===== src/rtl/icache_ctrl.sv =====
`default_nettype none
// +----------------------------------------------------------------------------+
// | Module  : icache_ctrl                                                      |
// | Brief   : Two-thread instruction-cache tag controller with round-robin     |
// |           arbitration, external tag RAM lookup and line refill.            |
// |           Optional macro ICACHE_FLUSH_EN adds a Flush input.               |
// | Revision: 1.0                                                              |
// +----------------------------------------------------------------------------+
module icache_ctrl #(
  parameter  int LINE_WORDS = 4,
  parameter  int SETS       = 128,
  localparam int OFF_W      = $clog2(LINE_WORDS),
  localparam int IDX_W      = $clog2(SETS),
  localparam int TAG_W      = 16 - IDX_W - OFF_W
) (
  input  logic             clk,
  input  logic             Reset,
`ifdef ICACHE_FLUSH_EN
  input  logic             Flush,
`endif
  input  logic [1:0]       FetchReq,
  input  logic [15:0]      FetchAddr0,
  input  logic [15:0]      FetchAddr1,
  output logic [1:0]       FetchDone,
  output logic             Enable,
  output logic [IDX_W-1:0] CacheIndexRead,
  input  logic [TAG_W-1:0] TagCompare,
  output logic             WriteTag,
  output logic [IDX_W-1:0] CacheIndexWrite,
  output logic [TAG_W-1:0] WriteAddressTag,
  output logic             MemReq,
  output logic [15:0]      MemAddr,
  input  logic             MemAck,
  output logic             DataWrite
);

  localparam logic [OFF_W-1:0] CNT_LAST = OFF_W'(LINE_WORDS - 1);

  typedef enum logic [2:0] {
    IDLE      = 3'd0,
    LOOKUP    = 3'd1,
    COMPARE   = 3'd2,
    REFILL    = 3'd3,
    WRITE_TAG = 3'd4
  } state_t;

  state_t           r_state;
  logic             r_thread;
  logic             r_prio;
  logic [TAG_W-1:0] r_tag;
  logic [IDX_W-1:0] r_idx;
  logic [OFF_W-1:0] r_cnt;
  logic [SETS-1:0]  r_valid;
  logic [1:0]       r_done;
  logic             r_enable;
  logic [IDX_W-1:0] r_idx_rd;
  logic             r_wtag;
  logic [IDX_W-1:0] r_idx_wr;
  logic [TAG_W-1:0] r_tag_wr;
  logic             r_memreq;
  logic [15:0]      r_memaddr;
`ifdef ICACHE_FLUSH_EN
  logic             r_flush_pend;
`endif

  logic [1:0]       w_req;
  logic             w_any;
  logic             w_grant_t1;
  logic [15:0]      w_addr;
  logic             w_hit;
  logic [OFF_W-1:0] w_cnt_nxt;
  logic             w_unused_off;

  // A thread whose FetchDone is on this cycle still shows its request; mask it.
  assign w_req        = FetchReq & ~r_done;
  assign w_any        = |w_req;
  assign w_grant_t1   = w_req[1] & (~w_req[0] | r_prio);
  assign w_addr       = w_grant_t1 ? FetchAddr1 : FetchAddr0;
  assign w_hit        = (TagCompare == r_tag) && r_valid[r_idx];
  assign w_cnt_nxt    = r_cnt + 1'b1;
  assign w_unused_off = ^w_addr[OFF_W-1:0];

  always_ff @(posedge clk) begin
    if (Reset) begin
      r_state   <= IDLE;
      r_thread  <= 1'b0;
      r_prio    <= 1'b0;
      r_tag     <= '0;
      r_idx     <= '0;
      r_cnt     <= '0;
      r_valid   <= '0;
      r_done    <= '0;
      r_enable  <= 1'b0;
      r_idx_rd  <= '0;
      r_wtag    <= 1'b0;
      r_idx_wr  <= '0;
      r_tag_wr  <= '0;
      r_memreq  <= 1'b0;
      r_memaddr <= '0;
`ifdef ICACHE_FLUSH_EN
      r_flush_pend <= 1'b0;
`endif
    end else begin
      r_done   <= '0;
      r_enable <= 1'b0;
      r_idx_rd <= '0;
      r_wtag   <= 1'b0;
      r_idx_wr <= '0;
      r_tag_wr <= '0;
`ifdef ICACHE_FLUSH_EN
      if (Flush && (r_state != IDLE)) r_flush_pend <= 1'b1;
`endif
      case (r_state)
        IDLE: begin
`ifdef ICACHE_FLUSH_EN
          if (Flush || r_flush_pend) begin
            r_valid      <= '0;
            r_flush_pend <= 1'b0;
          end else
`endif
          if (w_any) begin
            r_thread <= w_grant_t1;
            r_prio   <= ~w_grant_t1;
            r_tag    <= w_addr[15 -: TAG_W];
            r_idx    <= w_addr[OFF_W +: IDX_W];
            r_enable <= 1'b1;
            r_idx_rd <= w_addr[OFF_W +: IDX_W];
            r_state  <= LOOKUP;
          end
        end
        LOOKUP: r_state <= COMPARE;
        COMPARE: begin
          if (w_hit) begin
            r_done[r_thread] <= 1'b1;
            r_state          <= IDLE;
          end else begin
            r_cnt     <= '0;
            r_memreq  <= 1'b1;
            r_memaddr <= {r_tag, r_idx, {OFF_W{1'b0}}};
            r_state   <= REFILL;
          end
        end
        REFILL: begin
          if (MemAck) begin
            r_cnt <= w_cnt_nxt;
            if (r_cnt == CNT_LAST) begin
              r_memreq  <= 1'b0;
              r_memaddr <= '0;
              r_wtag    <= 1'b1;
              r_idx_wr  <= r_idx;
              r_tag_wr  <= r_tag;
              r_state   <= WRITE_TAG;
            end else begin
              r_memaddr <= {r_tag, r_idx, w_cnt_nxt};
            end
          end
        end
        WRITE_TAG: begin
          // Replay the lookup; the freshly written tag makes it hit.
          r_valid[r_idx] <= 1'b1;
          r_enable       <= 1'b1;
          r_idx_rd       <= r_idx;
          r_state        <= LOOKUP;
        end
        default: r_state <= IDLE;
      endcase
    end
  end

  assign FetchDone       = r_done;
  assign Enable          = r_enable;
  assign CacheIndexRead  = r_idx_rd;
  assign WriteTag        = r_wtag;
  assign CacheIndexWrite = r_idx_wr;
  assign WriteAddressTag = r_tag_wr;
  assign MemReq          = r_memreq;
  assign MemAddr         = r_memaddr;
  assign DataWrite       = r_memreq & MemAck;

endmodule
`default_nettype wire


===== config.mk =====
export PLATFORM = sky130hd
export DESIGN_NAME = icache_ctrl
export DESIGN_NICKNAME = d
export VERILOG_FILES = /design/src/rtl/icache_ctrl.sv
export SDC_FILE = /design/constraint.sdc
export NUM_CORES = 1
export LEC_CHECK = 0
export CORE_ASPECT_RATIO = 1.5
export CORE_UTILIZATION = 35
export DETAILED_ROUTE_END_ITERATION = 8
export PLACE_DENSITY = 0.57
export SLEW_MARGIN = 20
export SYNTH_ARGS = -nofsm -noshare
export SYNTH_HDL_FRONTEND = slang
export SYNTH_SLANG_ARGS = --single-unit
export TNS_END_PERCENT = 50

===== constraint.sdc =====
create_clock -name clk -period 3.8 [get_ports clk]
set_input_delay 0.38 -clock clk [delete_from_list [all_inputs] [get_ports clk]]
set_output_delay 0.38 -clock clk [all_outputs]
set_load 0.05 [all_outputs]

# ---- Yosys cells after proc, flatten, opt, wreduce, memory -nomap -nowiden
# Index checks and enable logic that the tools add are counted.
dict set report op_classes {
  eq_ne 10
  n_bitwise 13
  n_mux 28
  n_div 0
  n_lt_le_gt_ge 4
  addsub 1
  n_mul 0
  reduce_logical 13
  n_shift 0
}
# cell n
set ops {}
lappend ops {{128-bit bitwise OR} 1}
lappend ops {{16-bit two-way mux} 4}
lappend ops {{16-bit case mux with 2 select lines} 1}
lappend ops {{3-bit case mux with 5 select lines} 1}
lappend ops {{7-bit case mux with 2 select lines} 1}
lappend ops {{3-bit two-way mux} 3}
lappend ops {{7-bit by 8-bit < comparator with 1-bit output, second input constant} 1}
lappend ops {{1-bit two-way mux} 8}
lappend ops {{2-bit inequality test, second input constant} 4}
lappend ops {{1-bit binary-select mux with 7-bit select} 1}
lappend ops {{1-bit demux with 7-bit select} 1}
lappend ops {{7-bit equality test} 1}
lappend ops {{7-bit by 1-bit >= comparator with 1-bit output, second input constant} 1}
lappend ops {{7-bit two-way mux} 1}
lappend ops {{1-bit NOT} 7}
lappend ops {{3-bit by 2-bit equality test with 1-bit output, second input constant} 2}
lappend ops {{2-bit two-way mux} 3}
lappend ops {{3-bit AND reduction} 2}
lappend ops {{3-bit OR reduction} 2}
lappend ops {{1-bit case mux with 2 select lines} 2}
lappend ops {{2-bit case mux with 2 select lines} 1}
lappend ops {{4-bit AND reduction} 1}
lappend ops {{4-bit OR reduction} 1}
lappend ops {{3-bit by 1-bit equality test with 1-bit output, second input constant} 1}
lappend ops {{15 further kinds} 18}
dict set report totals {
  mem_bits_rw 0
  output_inout_bits 43
  wordCells 84
  mem_count 0
  ff_bits 191
  latchBits 0
  mem_bits_ro 0
}

# ---- Logic depth before layout (Yosys ltp)
dict set report logic_depth {
  word_depth 8
  ltp_mapped 11
  depth_no_buf 7
}

# ---- Worst setup path after synthesis
# No wires, ideal clock.
dict set report synth_timing {
  path_type {reg2reg}
  from {register r_idx[0]}
  to {register r_memaddr[10], in the netlist MemAddr[10]}
  period_less_slack_ns 2.231
  t_arrival_ns 2.113
  n_path_buf 3
  slack_ns 1.569
  stages_incl_launch_ff 11
  required_time_ns 3.683
  cell_sequence {dfxtp_1 buf_6 buf_6 mux2i_1 o22ai_1 o21ai_1 a41oi_2 nor4_2 o41ai_4 buf_6 a32o_2}
}
dict set report synth_via {
  elab_chain_cells 5
}
# element line_no
set synth_lines {}
lappend synth_lines {{from (decl)} 51} ;# logic [IDX_W-1:0] r_idx;
lappend synth_lines {{from (signal assigned)} 125} ;# r_idx <= w_addr[OFF_W +: IDX_W];
lappend synth_lines {{1-bit binary-select mux with 7-bit select} 79} ;# assign w_hit = (TagCompare == r_tag) && r_valid[r_idx];
lappend synth_lines {{1-bit two-way mux (implied by the code)} 79}
lappend synth_lines {{1-bit logical AND} 79}
lappend synth_lines {{2-bit inequality test (no source line)} n/a}
lappend synth_lines {{3-bit AND reduction (no source line)} n/a}
lappend synth_lines {{to (signal assigned)} 139} ;# r_memaddr <= {r_tag, r_idx, {OFF_W{1'b0}}};
lappend synth_lines {{to (signal assigned)} 154} ;# r_memaddr <= {r_tag, r_idx, w_cnt_nxt};
lappend synth_lines {{to (decl)} 61} ;# logic [15:0] r_memaddr;
# Every way passes these cells. The select of a mux whose other input is x is not followed.
# A chain may end at the register's enable or synchronous reset.

# ---- Worst setup path in the final report
dict set report layout_timing {
  from {register r_idx[1]}
  to {register r_memaddr[1], in the netlist MemAddr[1]}
}
# The elaborated chain is that of the path after synthesis.

==> metrics.md <==
| Metric | Value |
|---|---|
| Kind of end point of the critical path | flop |
| Relative slew slack | 32.8% |
| Final design instance area without fill | 9220 µm² |
| Clock Sink Count | 190 |
| Cell types occupying the most area after synthesis | sky130_fd_sc_hd__dfxtp_1 50%, sky130_fd_sc_hd__a21oi_1 9.8%, sky130_fd_sc_hd__mux2i_1 8.7% |
| Number of nets produced by synthesis | 868 |
| Slew @ Worst Pin | 1.00 ns |
| Leakage power | 3.27 nW |
| Netlist area before placement | 7560 µm² |
| Max Cap Viol | 0 |
| Net switching power | 1.10 mW |
| Worst-path fanout max | 17 |
| Final Routed Wirelength | 21400 µm |
| Primary FF master, synth | sky130_fd_sc_hd__dfxtp_1 |
| Synthesized area per cell | 9.18 µm² |
| Total power divided by cell area | 475 nW/µm² |
| Cells after synthesis | 823 |
| GRT Residual Overflow | 0 |
| Clock latency on the worst-skew pair | 0.44 ns |
| Start point of the critical path | r_idx[1] |
| Pin count of the biggest net entering global routing | 80 |
| H-tree depth | 4 |
| Post-cts gate resize count | 0 |
| Data required time of the critical path | 4.18 ns |
| Number of enable-type register cells in the synthesized netlist | 0 |
| Wire length of the first global-routing pass | 33700 µm |
| Combined global-route utilization of all metal layers | 20.1% |
| Estimated wirelength of the detail-placed design | 14100 µm |
| Clock tree from TritonCTS | done |
| Core Area | 21100 µm² |
| Element type at the critical path start | flop |
| Combinational Power Share | 9.8% |
| Final Slew Violations | 0 |
| Height of the die | 182 µm |
| I/O Buffers | 82 |
| Cell type with the highest aggregate area in the netlist | sky130_fd_sc_hd__dfxtp_1 |
| Buffer depth of the longest clock path | 2 |
| Signal arrival time at the worst endpoint | 3.44 ns |
| Worst Skew | 0.00875 ns |
| Die outline width | 122 µm |
| Antenna violations before repair | 0 |
| Most common cell in the netlist | sky130_fd_sc_hd__dfxtp_1 |
| Period Utilization, post-route | 80.5% |
| Class of the most critical hold timing path | reg -> reg |
| GR peak layer | met2 |
| Count of final setup violators | 0 |
| Final weighted congestion in routability-driven placement | 0.803 |
| Post-synthesis register bit count | 190 |
| Clock transition at path regs | 0.07 ns |
| Worst IR Drop VDD | 0.000285 V |
| Effective utilization at floorplan | 35.7% |
| Number of hold-slack violations in the final timing report | 0 |
| Routing usage on met2 | 36.3% |
| Proportion of power drawn by the clock network | 42.8% |
| Sequential fraction of the synthesis area | 50.3% |
| Pwr Total | 4.38 mW |
| Total via count after detailed routing | 6107 |
| P&R area growth vs syn | 22.0% |
| Root Buffer Master | sky130_fd_sc_hd__clkbuf_16 |
| Max Freq | 327 MHz |
| Global-route track usage on met3 | 5.21% |
| Count of synthesis-stage warnings from yosys | 0 |
| Top cells by instance count after synthesis | 190 x sky130_fd_sc_hd__dfxtp_1, 168 x sky130_fd_sc_hd__nor2_1, 148 x sky130_fd_sc_hd__a21oi_1, 66 x sky130_fd_sc_hd__mux2i_1, 38 x sky130_fd_sc_hd__clkbuf_1 |
| Top-area cell type share of the netlist area | 50.3% |
| Number of buffers inserted by post-CTS setup repair | 0 |
| WS Path Type | reg -> reg |
| Reg2Reg Launch Point | r_idx[1] |
| Number of antenna diodes | 0 |
| Setup repair after global routing missed its margin | false |
| Number of global-route vias before repair | 6029 |
| Switching share of total power | 25.2% |
| Asr flop ratio synth | 0% |
| Number of I/O pins | 87 |
| Number of rows in the core area | 65 |
| Fin nets | 933 |
| Hold_sp | r_valid[68] |
| Pre-Repair DR Iteration Count | 5 |
| Hold buffer count at cts | 0 |
| Share of post-route cells with drive strength above 1 | 9.77% |
| Internal power | 3.28 mW |
| Violation count after the first detailed-route iteration | 279 |
| Sequential group share of total power | 47.3% |
| Setup ws final | 0.741 ns |
| Die area | 22200 µm² |
| Wire length per cell | 18.3 µm |
| Detail-routed via count per cell | 5.22 |
| Final TNS setup | 0 ns |
| Clock buffers created by TritonCTS | 17 |
| ANT nets after route | 0 |
| Met1 track utilization from global routing | 22.3% |
| Run status | complete, no violations |
| Final routed DRC violation total | 0 |
| Pre-CTS setup slack | 0.744 ns |
| Number of different library cells in the post-synthesis netlist | 51 |
| Final min period | 3.06 ns |
| Area post-placement | 8590 µm² |
==> path summary, 6_finish.rpt <==
check | end | slack [ns] | cells past startpoint
setup / recovery | MemAddr[1] | 0.74 | 7
hold / removal | r_valid[68] | 0.47 | 2
setup reg to reg | MemAddr[1] | 0.74 | 7
hold reg to reg | r_valid[68] | 0.47 | 2
==> power groups by stage <==
stage | Sequential (mW) | Combinational [mW] | Clock, mW
after global placement | 2.12 | 0.429 | 0
final | 2.07 | 0.430 | 1.88
after detailed placement | 2.12 | 0.430 | 0
after global routing | 2.08 | 0.460 | 2.00
after floorplan | 2.12 | 0.284 | 0
after CTS | 2.07 | 0.431 | 1.92
==> logic make-up after synthesis <==
logic type / count (synthesis) / share of synthesized area, %
compound gates: 249 / 21.0
xor+xnor: 7 / 0.811
flops: 190 / 50.3
mux: 66 / 8.74
fa+ha+maj: 1 / 0.166
simple gates: 246 / 14.1
buf+inv: 64 / 4.83
==> flip-flops by register name, summed over array words and instances (netlist names), 2 cells and up <==
signal           count
r_valid            128
r_state              3
WriteAddressTag      7
FetchDone            2
r_idx                7
MemAddr             16
r_tag                7
CacheIndexRead       7
CacheIndexWrite      7
==> layer usage <==
| layer | vias up | routed length (µm) | part of all wire [%] |
|---|---|---|---|
| li1 | 3024 | - | - |
| met2 | 147 | 11300 | 53 |
| met1 | 2914 | 8740 | 41 |
| met3 | 22 | 1010 | 4.7 |
| met4 | 0 | 343 | 1.6 |
| met5 | - | 0 | 0 |
==> placed cells by master (no fill, tap or decap), types with 4 or more instances in the layout <==
cell,n
sky130_fd_sc_hd__dfxtp_1,189
sky130_fd_sc_hd__nor2_1,167
sky130_fd_sc_hd__a21oi_1,148
sky130_fd_sc_hd__clkdlybuf4s50_1,81
sky130_fd_sc_hd__mux2i_1,66
sky130_fd_sc_hd__o22ai_1,29
sky130_fd_sc_hd__buf_4,23
sky130_fd_sc_hd__nand2_1,21
sky130_fd_sc_hd__clkbuf_16,18
sky130_fd_sc_hd__and2_1,16
sky130_fd_sc_hd__a22oi_1,14
sky130_fd_sc_hd__o21ai_1,13
sky130_fd_sc_hd__a32o_2,10
sky130_fd_sc_hd__nand2b_1,9
sky130_fd_sc_hd__a22o_1,8
sky130_fd_sc_hd__nor3_1,7
sky130_fd_sc_hd__o22ai_2,4
sky130_fd_sc_hd__a41oi_2,4
sky130_fd_sc_hd__xor2_1,4
sky130_fd_sc_hd__nand3_1,4
sky130_fd_sc_hd__inv_1,4
sky130_fd_sc_hd__a32o_1,4
==> through the flow <==
stage / cells / utilization, % / hold slack, ns
3_5_place_dp: 1137 / 40.6 / 0.454
5_1_grt: 1169 / 43.6 / 0.489
4_1_cts: 1169 / 43.6 / 0.471
3_3_place_gp: 1137 / 40.6 / 0.446
6_report: 1169 / 43.6 / 0.466
2_1_floorplan: 823 / - / 0.436
==> area by class of cell <==
cell class,count,area (µm²)
Fill cell,2101,11900
Sequential cell,190,3810
Multi-Input combinational cell,569,3410
Timing Repair Buffer,106,1020
Clock buffer,20,468
Tap cell,268,335
Clock inverter,12,158
Inverter,4,15.0
==> worst max-delay path, cell delays in order, from the launching register on <==
cell,delay [ns]
sky130_fd_sc_hd__dfxtp_1,0.58
sky130_fd_sc_hd__nand2_2,0.41
sky130_fd_sc_hd__o22ai_1,0.32
sky130_fd_sc_hd__o21ai_1,0.16
sky130_fd_sc_hd__a41oi_2,0.36
sky130_fd_sc_hd__nor4_2,0.11
sky130_fd_sc_hd__o41ai_4,0.78
sky130_fd_sc_hd__a22o_1,0.25
(Power assumes the default switching activity.)
